File: config.mk
export PLATFORM = sky130hd
export DESIGN_NAME = tug_pull_generator
export DESIGN_NICKNAME = d
export VERILOG_FILES = /design/src/rtl/tug_pull_generator.sv
export SDC_FILE = /design/constraint.sdc
export NUM_CORES = 1
export LEC_CHECK = 0
export ABC_AREA = 1
export BUFFER_PORTS_ARGS = -buffer_cell sky130_fd_sc_hd__buf_2
export CORE_ASPECT_RATIO = 1.1
export CORE_MARGIN = 2
export CORE_UTILIZATION = 60
export CTS_CLUSTER_DIAMETER = 100
export DETAILED_ROUTE_END_ITERATION = 6
export PLACE_DENSITY = 0.82
export SYNTH_ARGS = -nofsm -noshare
export SYNTH_HDL_FRONTEND = slang
export SYNTH_SLANG_ARGS = --single-unit
File: constraint.sdc
create_clock -name clk -period 2.6 [get_ports clk]
set_clock_uncertainty 0.05 [all_clocks]
set_input_delay 0.13 -clock clk [delete_from_list [all_inputs] [get_ports clk]]
set_output_delay 0.13 -clock clk [all_outputs]
set_load 0.05 [all_outputs]
File: src/rtl/tug_pull_generator.sv
// tug_pull_generator: conditions the two raw player buttons into pull requests
// for the tug-of-war light chain. Each button is passed through a 2-flop
// synchronizer and a debounce FSM. Every clean press raises a pending flag
// that is held until the next game tick (ce) samples it.
// Optional macro PULL_COUNT_EN adds saturating 8-bit press counters
// (press_cnt_l / press_cnt_r).

// One debounce FSM per player; press pulses on the edge that enters PRESSED.
module tug_pull_debounce #(
  parameter int DEBOUNCE_CYCLES = 16
) (
  input  logic clk,
  input  logic reset,
  input  logic level,
  output logic press
);
  localparam int CNT_W = $clog2(DEBOUNCE_CYCLES + 1);
  localparam logic [CNT_W-1:0] LAST = CNT_W'(DEBOUNCE_CYCLES - 1);

  typedef enum logic [1:0] {RELEASED, PRESS_CHK, PRESSED, RELEASE_CHK} state_t;

  state_t           state, state_nxt;
  logic [CNT_W-1:0] cnt, cnt_nxt;

  // State and stability counter registers
  always_ff @(posedge clk) begin
    if (reset) begin
      state <= RELEASED;
      cnt   <= '0;
    end else begin
      state <= state_nxt;
      cnt   <= cnt_nxt;
    end
  end

  // Next state: a level must hold for DEBOUNCE_CYCLES checks to be accepted
  always_comb begin
    state_nxt = state;
    cnt_nxt   = cnt;
    unique case (state)
      RELEASED: if (level) begin
        state_nxt = PRESS_CHK;
        cnt_nxt   = '0;
      end
      PRESS_CHK: begin
        if (!level)           state_nxt = RELEASED;
        else if (cnt == LAST) state_nxt = PRESSED;
        else                  cnt_nxt   = cnt + 1'b1;
      end
      PRESSED: if (!level) begin
        state_nxt = RELEASE_CHK;
        cnt_nxt   = '0;
      end
      RELEASE_CHK: begin
        // bouncing back high returns to PRESSED silently: no second event
        if (level)            state_nxt = PRESSED;
        else if (cnt == LAST) state_nxt = RELEASED;
        else                  cnt_nxt   = cnt + 1'b1;
      end
      default: state_nxt = RELEASED;
    endcase
  end

  // Output: press event exactly on the transition into PRESSED
  always_comb begin
    press = (state == PRESS_CHK) && level && (cnt == LAST);
  end
endmodule

module tug_pull_generator #(
  parameter int DEBOUNCE_CYCLES = 16
) (
  input  logic       clk,
  input  logic       reset,
  input  logic       ce,
  input  logic       btn_l_raw,
  input  logic       btn_r_raw,
  input  logic       game_over,
  output logic       pull_l,
  output logic       pull_r
`ifdef PULL_COUNT_EN
  ,
  output logic [7:0] press_cnt_l,
  output logic [7:0] press_cnt_r
`endif
);
  // lane 0 = left player, lane 1 = right player
  logic [1:0] btn, s1, s2, press, set, pend;

  assign btn = {btn_r_raw, btn_l_raw};

  // Two-flop synchronizer per button
  always_ff @(posedge clk) begin
    if (reset) begin
      s1 <= '0;
      s2 <= '0;
    end else begin
      s1 <= btn;
      s2 <= s1;
    end
  end

  tug_pull_debounce #(.DEBOUNCE_CYCLES(DEBOUNCE_CYCLES)) u_deb [1:0] (
    .clk   (clk),
    .reset (reset),
    .level (s2),
    .press (press)
  );

  // game_over blocks new requests; the FSMs keep tracking regardless
  assign set = press & ~{2{game_over}};

  // Pending flags: set beats a same-edge ce clear; game_over wipes them
  always_ff @(posedge clk) begin
    if (reset) pend <= '0;
    else       pend <= set | (pend & ~{2{ce | game_over}});
  end

  assign pull_l = pend[0];
  assign pull_r = pend[1];

`ifdef PULL_COUNT_EN
  logic [1:0][7:0] press_cnt;

  // Count accepted sets (including merges into a pending flag), saturating
  always_ff @(posedge clk) begin
    if (reset) press_cnt <= '0;
    else
      for (int i = 0; i < 2; i++)
        if (set[i] && press_cnt[i] != 8'hff) press_cnt[i] <= press_cnt[i] + 8'd1;
  end

  assign press_cnt_l = press_cnt[0];
  assign press_cnt_r = press_cnt[1];
`endif
endmodule

Word-level counts from Yosys, hierarchy flattened
Index checks and enable logic that the tools add are counted.

storage, ports and cells
  input bits = 6
  register bits after elaboration = 20
  output and inout port bits = 2
  word-level logic and storage cells = 71

cells by class
  reductions and logical operators = 10
  bitwise logic cells = 6
  mux-type cells = 26
  add/subtract/negate cells = 2
  eq/ne operators = 20

operators by type and width
  operator                                                               number
  5-bit two-way mux                                                      10
  5-bit one-hot mux with 4 select lines                                  2
  2-bit two-way mux                                                      12
  2-bit != test, second input constant                                   8
  2-bit one-hot mux with 4 select lines                                  2
  4-bit AND reduction                                                    4
  3-bit by 2-bit != test with 1-bit output, second input constant        4
  5-bit by 1-bit adder with 5-bit output, second input constant          2
  5-bit by 4-bit equality test with 1-bit output, second input constant  2
  2-bit equality test, second input constant                             4
  2-bit AND                                                              2
  2-bit by 1-bit equality test with 1-bit output, second input constant  2
  1-bit logical AND                                                      4
  2-bit logical NOT                                                      2
  2-bit NOT                                                              2
  2-bit OR                                                               1
  1-bit OR                                                               1

Longest topological paths before layout
Gate-level depths: netlist (run 1).

  word-level depth = 5
  gate-level depth with buffers = 9
  mapped depth without buffers = 9

Modules after synthesis
Synthesis (run 1) repeated with hierarchy kept, for this count alone.

unflattened totals
  cells, all modules = 130
  area, all modules = 968.4 µm²

by module, submodules not included
  module              area an instance (µm²)  seq. area each (µm²)  cells each  instances
  tug_pull_debounce   384.1                   140.1                 53          2
  tug_pull_generator  200.2                   120.1                 24          1

Least setup slack after synthesis (run 1)
OpenSTA, ideal clock, no wires.

  kind = flip-flop to flip-flop
  from = register u_deb[1].cnt[0]
  to = register u_deb[1].cnt[2]
  cell stages (with the launch flop) = 9
  required time = 2.437 ns
  setup slack = 1.232 ns
  arrival = 1.205 ns
  clock period less this slack = 1.368 ns
  buffers on the path = 0
  library setup time = 0.113 ns
  cell sequence = dfxtp_1 > ha_1 > nand2_1 > nor2_1 > ha_1 > nand2_1 > nand3_1 > nor2_1 > nor2_1

on the way
  word-level cells in the longest chain between the ends = 4
  elaborated cells between the ends (all ways) = 6
  those cells by class = add/sub: 1; eq/ne: 1; mux: 4

ends and longest elaborated chain
  what                                                                                                             line    text
  start: declaration                                                                                               23      logic [CNT_W-1:0] cnt, cnt_nxt;
  start signal: assignment                                                                                         32      cnt <= cnt_nxt;
  5-bit by 1-bit adder with 5-bit output / 5-bit by 4-bit equality test with 1-bit output (equally long branches)  --
  5-bit two-way mux *                                                                                              47, 57
  5-bit two-way mux, on equally long branches                                                                      56, 46
  5-bit one-hot mux with 4 select lines *                                                                          40      unique case (state)

Mark *: on every way between the ends. The rest lies on a longest branch, timed or not. The select of a mux whose other input is x is not followed.
A chain may end at the register's enable or synchronous reset.

Worst setup path after layout (run 1)
  from = register u_deb[1].cnt[0]
  to = register u_deb[1].cnt[4]

Same word-level chain as after synthesis.

==> results.toml, run 1 <==
[floorplanning]
fp.dieArea_um2 = 1890
rows = 14
core_um2 = 1420
io_pins = 8
dieWidth_um = 41.6
start_util = 0.658
die_h_um = 45.4

[timing]
worst_slew_pin_slew_ps = 286
hold_viol_final = 0
rsz0062_at_grt = "no"
min_period_ps = 1530
tns_ps = 0
holdWs_ps = 56.6
fmax_mhz = 654
setup_violations = 0
drv_slew = 0
relSlewSlack = 0.810
period_share = 0.588

[setup_path]
rr_endpoint = "u_deb[1].cnt[4]"
critPathLaunchType = "flop"
end_kind = "flop"
r2r_slack_ps = 1070
reg2regPathDepth = 9
cp.arrival_ps = 1690
cp.required_ps = 2760
crit_fanout = 8
timing.rr.start = "u_deb[1].cnt[0]"
critPathKind = "flop to flop"

[grt]
gr-usage-met3 = 0.0480
grt_use_met2 = 0.325
grt_max_degree = 13
grt_pass1_vias = 728
grt_pass1_wl_um = 2780
busiest_layer = "met2"
antenna_found_initial = 0
grt_usage = 0.197
gr-usage-met1 = 0.243
grt_overflow = 0

[finish]
post-route-util = 0.723
num_antenna_cells = 0
syn_to_final_growth_pct = 9.92
layout.nets = 150
drive_gt1_frac = 0.174
stdcell_count = 154
finalInstanceArea_um2 = 1030

[power_and_ir_drop]
p_leak_nw = 0.442
power_density_nw_per_um2 = 472
peakVddDrop_uv = 357

[synthesis]
yosys.area.top_type = "dfxtp_1"
synth_edf_count = 0
synth_cells = 127
ys_top_cells_by_count = "22 x inv_1, 20 x dfxtp_1, 20 x nand2_1"
synth_top_family_by_area = "simple AND/OR/NAND/NOR gates"
synthFlopType = "dfxtp_1"
async_reset_ff_frac = 0
avgSynthCellArea_um2 = 7.35
yosys.area_share.simple = 0.353
yosysTopAreaCellShare = 0.429
synth-seq-cells = 20
synthTopCellsByArea = "dfxtp_1 43%, inv_1 8.8%, nand2_1 8.0%"
synth_warnings = 0
yosysMostFrequentCell = "inv_1"
synth.distinct_cells = 15
synth_mux_area_frac = 0
synth_xor_area_frac = 0
yosysSeqAreaShare = 0.429
synth_area_um2 = 933
synth_fa_ha_area_frac = 0.0536
syn_nets = 137
synth_compound_area_frac = 0.0670

[detailed_routing]
drt-initial-drc-count = 15
drc = 0
drt-pass1-iter-count = 4
vias = 784
wire_per_inst_um = 9.86
via_per_inst = 5.09
antenna_left = 0
wirelength_um = 1520

[placed_design]
dpl-instance-area_um2 = 983
post-place-cells = 149
dp_hpwl_um = 1190
gp_congestion = 0.833
port_buffers = 7

[hold_path]
min_to = "pend[1]"
hp-class = "input port to flop"
whs_path_depth = 4
min_from = "ce"

[run_status]
status = "finished, final reports clean"

[clock_network]
insertion_delay_ps = 300
cts.repair.resized = 0
htreeDepth = 1
cts_tree = "done"
cts_buffer_depth = 2
cts_made_buffers = 3
cts.sinks = 20
clkTransAtPathRegs_ps = 100
clockRootBuffer = "clkbuf_4"

[flow_run]
cap_violations = 0
-- power breakdown --
part	switching, W	internal (W)
clock network	0.0000882	0.0000541
registers	0.00000278	0.000310
logic	0.0000180	0.0000110
-- flip-flops by register name (all words and copies together), names as in the netlist, named ones only --
name         cells
pend             2
s1               2
s2               2
u_deb.cnt       10
u_deb.state      2
-- worst max path at each step --
stage               startpoint               to  slack [ps]  depth (start not counted)
6_report       u_deb[1].cnt[0]  u_deb[1].cnt[4]        1070                          9
5_1_grt        u_deb[0].cnt[0]  u_deb[0].cnt[2]         940                          9
4_1_cts        u_deb[1].cnt[0]  u_deb[1].cnt[4]        1080                          9
3_5_place_dp   u_deb[1].cnt[0]  u_deb[1].cnt[4]        1090                          9
3_3_place_gp   u_deb[1].cnt[0]  u_deb[1].cnt[4]        1120                          9
2_1_floorplan  u_deb[1].cnt[0]  u_deb[1].cnt[2]        1230                          8
-- metrics by stage --
step,setup slack [ps],total power (W)
finish,1070,0.000484
global route,939,0.000500
CTS,1080,0.000489
detailed placement,1090,0.000347
global placement,1120,0.000346
floorplan,1230,0.000338
-- layer usage --
layer / wire [um] / up-vias
met2: 672 / 17
met5: 0 / -
met4: 27 / 0
li1: - / 420
met1: 756 / 343
met3: 63 / 4
-- worst max-delay path, cell delays in order, from the launching register on --
cell	delay, ps
dfxtp_1	390
ha_1	190
nand2_1	50
nor2_1	80
ha_1	170
nand2_1	180
nand3_1	170
inv_1	60
nand2_1	50
nand2_1	40
-- logic make-up (layout without fill, tap and decap cells) --
| family | after synthesis | after routing |
|---|---|---|
| buffers and inverters | 24 | 35 |
| AO/OA/AOI/OAI | 11 | 11 |
| AND/OR/NAND/NOR | 68 | 68 |
| adder cells (fa/ha/maj) | 4 | 4 |
| flip-flops | 20 | 20 |
-- placed cells by master, fill, tap and decap left out --
cell,count
a21oi_2,2
nand2_4,3
o21ai_0,3
nand2_2,7
inv_2,1
inv_1,22
dlygate4sd3_1,2
ha_1,4
nand4_1,3
dfxtp_1,20
buf_2,7
nand2_1,20
nor2_1,19
nor2_4,1
a21oi_1,6
clkbuf_4,3
nand3_1,15
-- layout make-up --
type                    count  area (um^2)
multi-input cells          83          442
flip-flops and latches     20          400
fillers                   123          393
inverters                  23         86.3
repair buffers              9         55.1
clock buffers               3         22.5
well taps                  16         20.0
-- what timing repair did --
| item | 4_1_cts | 5_1_grt |
|---|---|---|
| buffers inserted | 0 | 0 |
| endpoints found under the hold margin | 2 | 0 |
| hold buffers | 2 | 0 |
No activity file was read; power rests on OpenSTA's default activity.
==> run 2: changes to the inputs <==
--- a/config.mk
+++ b/config.mk
@@ -9,10 +9,10 @@
 export BUFFER_PORTS_ARGS = -buffer_cell sky130_fd_sc_hd__buf_2
 export CORE_ASPECT_RATIO = 1.1
 export CORE_MARGIN = 2
-export CORE_UTILIZATION = 60
+export CORE_UTILIZATION = 56
 export CTS_CLUSTER_DIAMETER = 100
 export DETAILED_ROUTE_END_ITERATION = 6
-export PLACE_DENSITY = 0.82
+export PLACE_DENSITY = 0.78
 export SYNTH_ARGS = -nofsm -noshare
 export SYNTH_HDL_FRONTEND = slang
 export SYNTH_SLANG_ARGS = --single-unit
==> constraint.sdc (replaced) <==
create_clock -name clk -period 1.6 [get_ports clk]
set_clock_uncertainty 0.05 [all_clocks]
set_input_delay 0.08 -clock clk [delete_from_list [all_inputs] [get_ports clk]]
set_output_delay 0.08 -clock clk [all_outputs]
set_load 0.05 [all_outputs]
==> run 2 against run 1 <==
  * Sequential share of layout area is 0.14 points lower
  * Register-to-register slack worse by 920 ps
  * Hold slack worse by 48 ps
  * Largest cell class unchanged
  * Highest routed layer unchanged
==> results.toml, run 2 (same netlist as run 1, synthesis figures left out) <==
[clock_network]
cts_made_buffers = 3
cts_tree = "done"
clkTransAtPathRegs_ps = 110
cts.sinks = 20
clockRootBuffer = "clkbuf_4"
htreeDepth = 1
insertion_delay_ps = 290
post_cts_buffers = 0
cts_buffer_depth = 2

[finish]
num-fill-cells = 131
layout_common_cells = "22 x inv_1, 20 x dfxtp_1, 19 x nand2_1, 19 x nor2_1, 15 x nand3_1"
syn_to_final_growth_pct = 10.3
num_antenna_cells = 0
finalInstanceArea_um2 = 1030
layout.nets = 150
layout_commonest_cell = "inv_1"
drive_gt1_frac = 0.181
largest_register = "u_deb.cnt"
largest_register_ffs = 10

[run_status]
status = "finished, final reports clean"

[setup_path]
reg2regPathDepth = 9
end_kind = "flop"
crit_buf_inv = 1
cp.arrival_ps = 1600
crit_fanout = 8
critPathLaunchType = "flop"
cp.required_ps = 1750
critPathKind = "flop to flop"
rr_endpoint = "u_deb[1].cnt[4]"
r2r_slack_ps = 150
cpPeakStageDelay_ps = 390
crit_chain = "ha_1 -> nand2_1 -> nor2_1 -> ha_1 -> nand2_2 -> nand3_1 -> inv_1 -> nand2_1 -> nand2_1"
cp_slowest_cell = "dfxtp_1"
crit_top_cell = "nand2_1"
timing.rr.start = "u_deb[1].cnt[0]"
crit_family = "simple AND/OR/NAND/NOR gates"

[hold_path]
hp-class = "input port to flop"
whs_path_depth = 4
min_from = "ce"
min_to = "pend[1]"

[grt]
grt_pass1_wl_um = 2460
grt_pass1_vias = 621
grt_max_degree = 13
grt_usage = 0.165
grt_overflow = 0
antenna_found_initial = 0

[flow_run]
cap_violations = 0

[detailed_routing]
wire_per_inst_um = 9.85
via_per_inst = 4.93
wirelength_um = 1530
vias = 764
drt-initial-drc-count = 17
antenna_left = 0
drt-pass1-iter-count = 4
drc = 0

[timing]
hold_viol_final = 0
tns_ps = 0
holdWs_ps = 8.72
period_share = 0.907
worst_slew_pin_slew_ps = 268
drv_slew = 0
min_period_ps = 1450
relSlewSlack = 0.821
setup_violations = 0
fmax_mhz = 689
rsz0062_at_grt = "no"

[power_and_ir_drop]
p_leak_nw = 0.443
power_density_nw_per_um2 = 763
peakVddDrop_uv = 536

[floorplanning]
fp.dieArea_um2 = 2010
rows = 15
io_pins = 8
dieWidth_um = 42.9
core_um2 = 1560
die_h_um = 46.8
start_util = 0.599

[placed_design]
gp_congestion = 0.752
dp_hpwl_um = 1150
dpl-instance-area_um2 = 985
port_buffers = 7
-- run 2: cell count changes in the layout (fill, tap and decap cells not counted) --
cell | previous run | this run
nand2_1 | 20 | 19
nand2_2 | 7 | 8
-- run 2: worst max path at each step --
| stage | from | to | slack [ps] | cells past startpoint |
|---|---|---|---|---|
| finish | u_deb[1].cnt[0] | u_deb[1].cnt[4] | 150 | 9 |
| global route | u_deb[0].cnt[0] | u_deb[0].cnt[2] | 10 | 9 |
| CTS | u_deb[1].cnt[0] | u_deb[1].cnt[4] | 100 | 9 |
| detailed placement | u_deb[1].cnt[0] | u_deb[1].cnt[4] | 120 | 9 |
| global placement | u_deb[1].cnt[0] | u_deb[1].cnt[4] | 120 | 9 |
| floorplan | u_deb[1].cnt[0] | u_deb[1].cnt[2] | 230 | 8 |
-- run 2: metal layers --
layer,share of wire,vias up,GRT usage,routed length (um)
met5,0,-,0,0
met4,0.0079,0,0.0938,12
met3,0.042,2,0.0231,64
met2,0.45,15,0.276,693
met1,0.50,330,0.210,757
li1,-,417,-,-
-- run 2: per-stage QoR --
stage	worst slack, ps	cells	util	total power, W
floorplan	232	127	-	0.000550
CTS	96.5	155	0.659	0.000790
global placement	117	150	0.632	0.000562
detailed placement	120	150	0.632	0.000563
finish	148	155	0.661	0.000786
global route	13.6	155	0.661	0.000811
-- run 2: cell type report --
cell class / instances / area [um^2] / area share
well taps: 17 / 21.3 / 0.0207
multi-input cells: 83 / 444 / 0.431
repair buffers: 9 / 55.1 / 0.0535
inverters: 23 / 86.3 / 0.0838
flip-flops and latches: 20 / 400 / 0.389
clock buffers: 3 / 22.5 / 0.0219
-- run 2: power by group --
part           leakage (nW)  internal, W  switching [W]  total [W]
Combinational         0.267    0.0000180      0.0000289  0.0000468
Sequential            0.162     0.000504     0.00000495   0.000509
Clock                0.0138    0.0000875       0.000143   0.000230
-- run 2: repair_timing --
| item | in CTS | in global routing |
|---|---|---|
| setup endpoints to repair | 0 | 5 |
| hold endpoints to repair | 2 | 0 |
| resized for setup | 0 | 1 |
| hold buffers | 2 | 0 |
-- run 2: tightest hold or removal path: stages --
cell	delay [ps]
buf_2	70
inv_1	40
nand3_1	70
a21oi_1	60
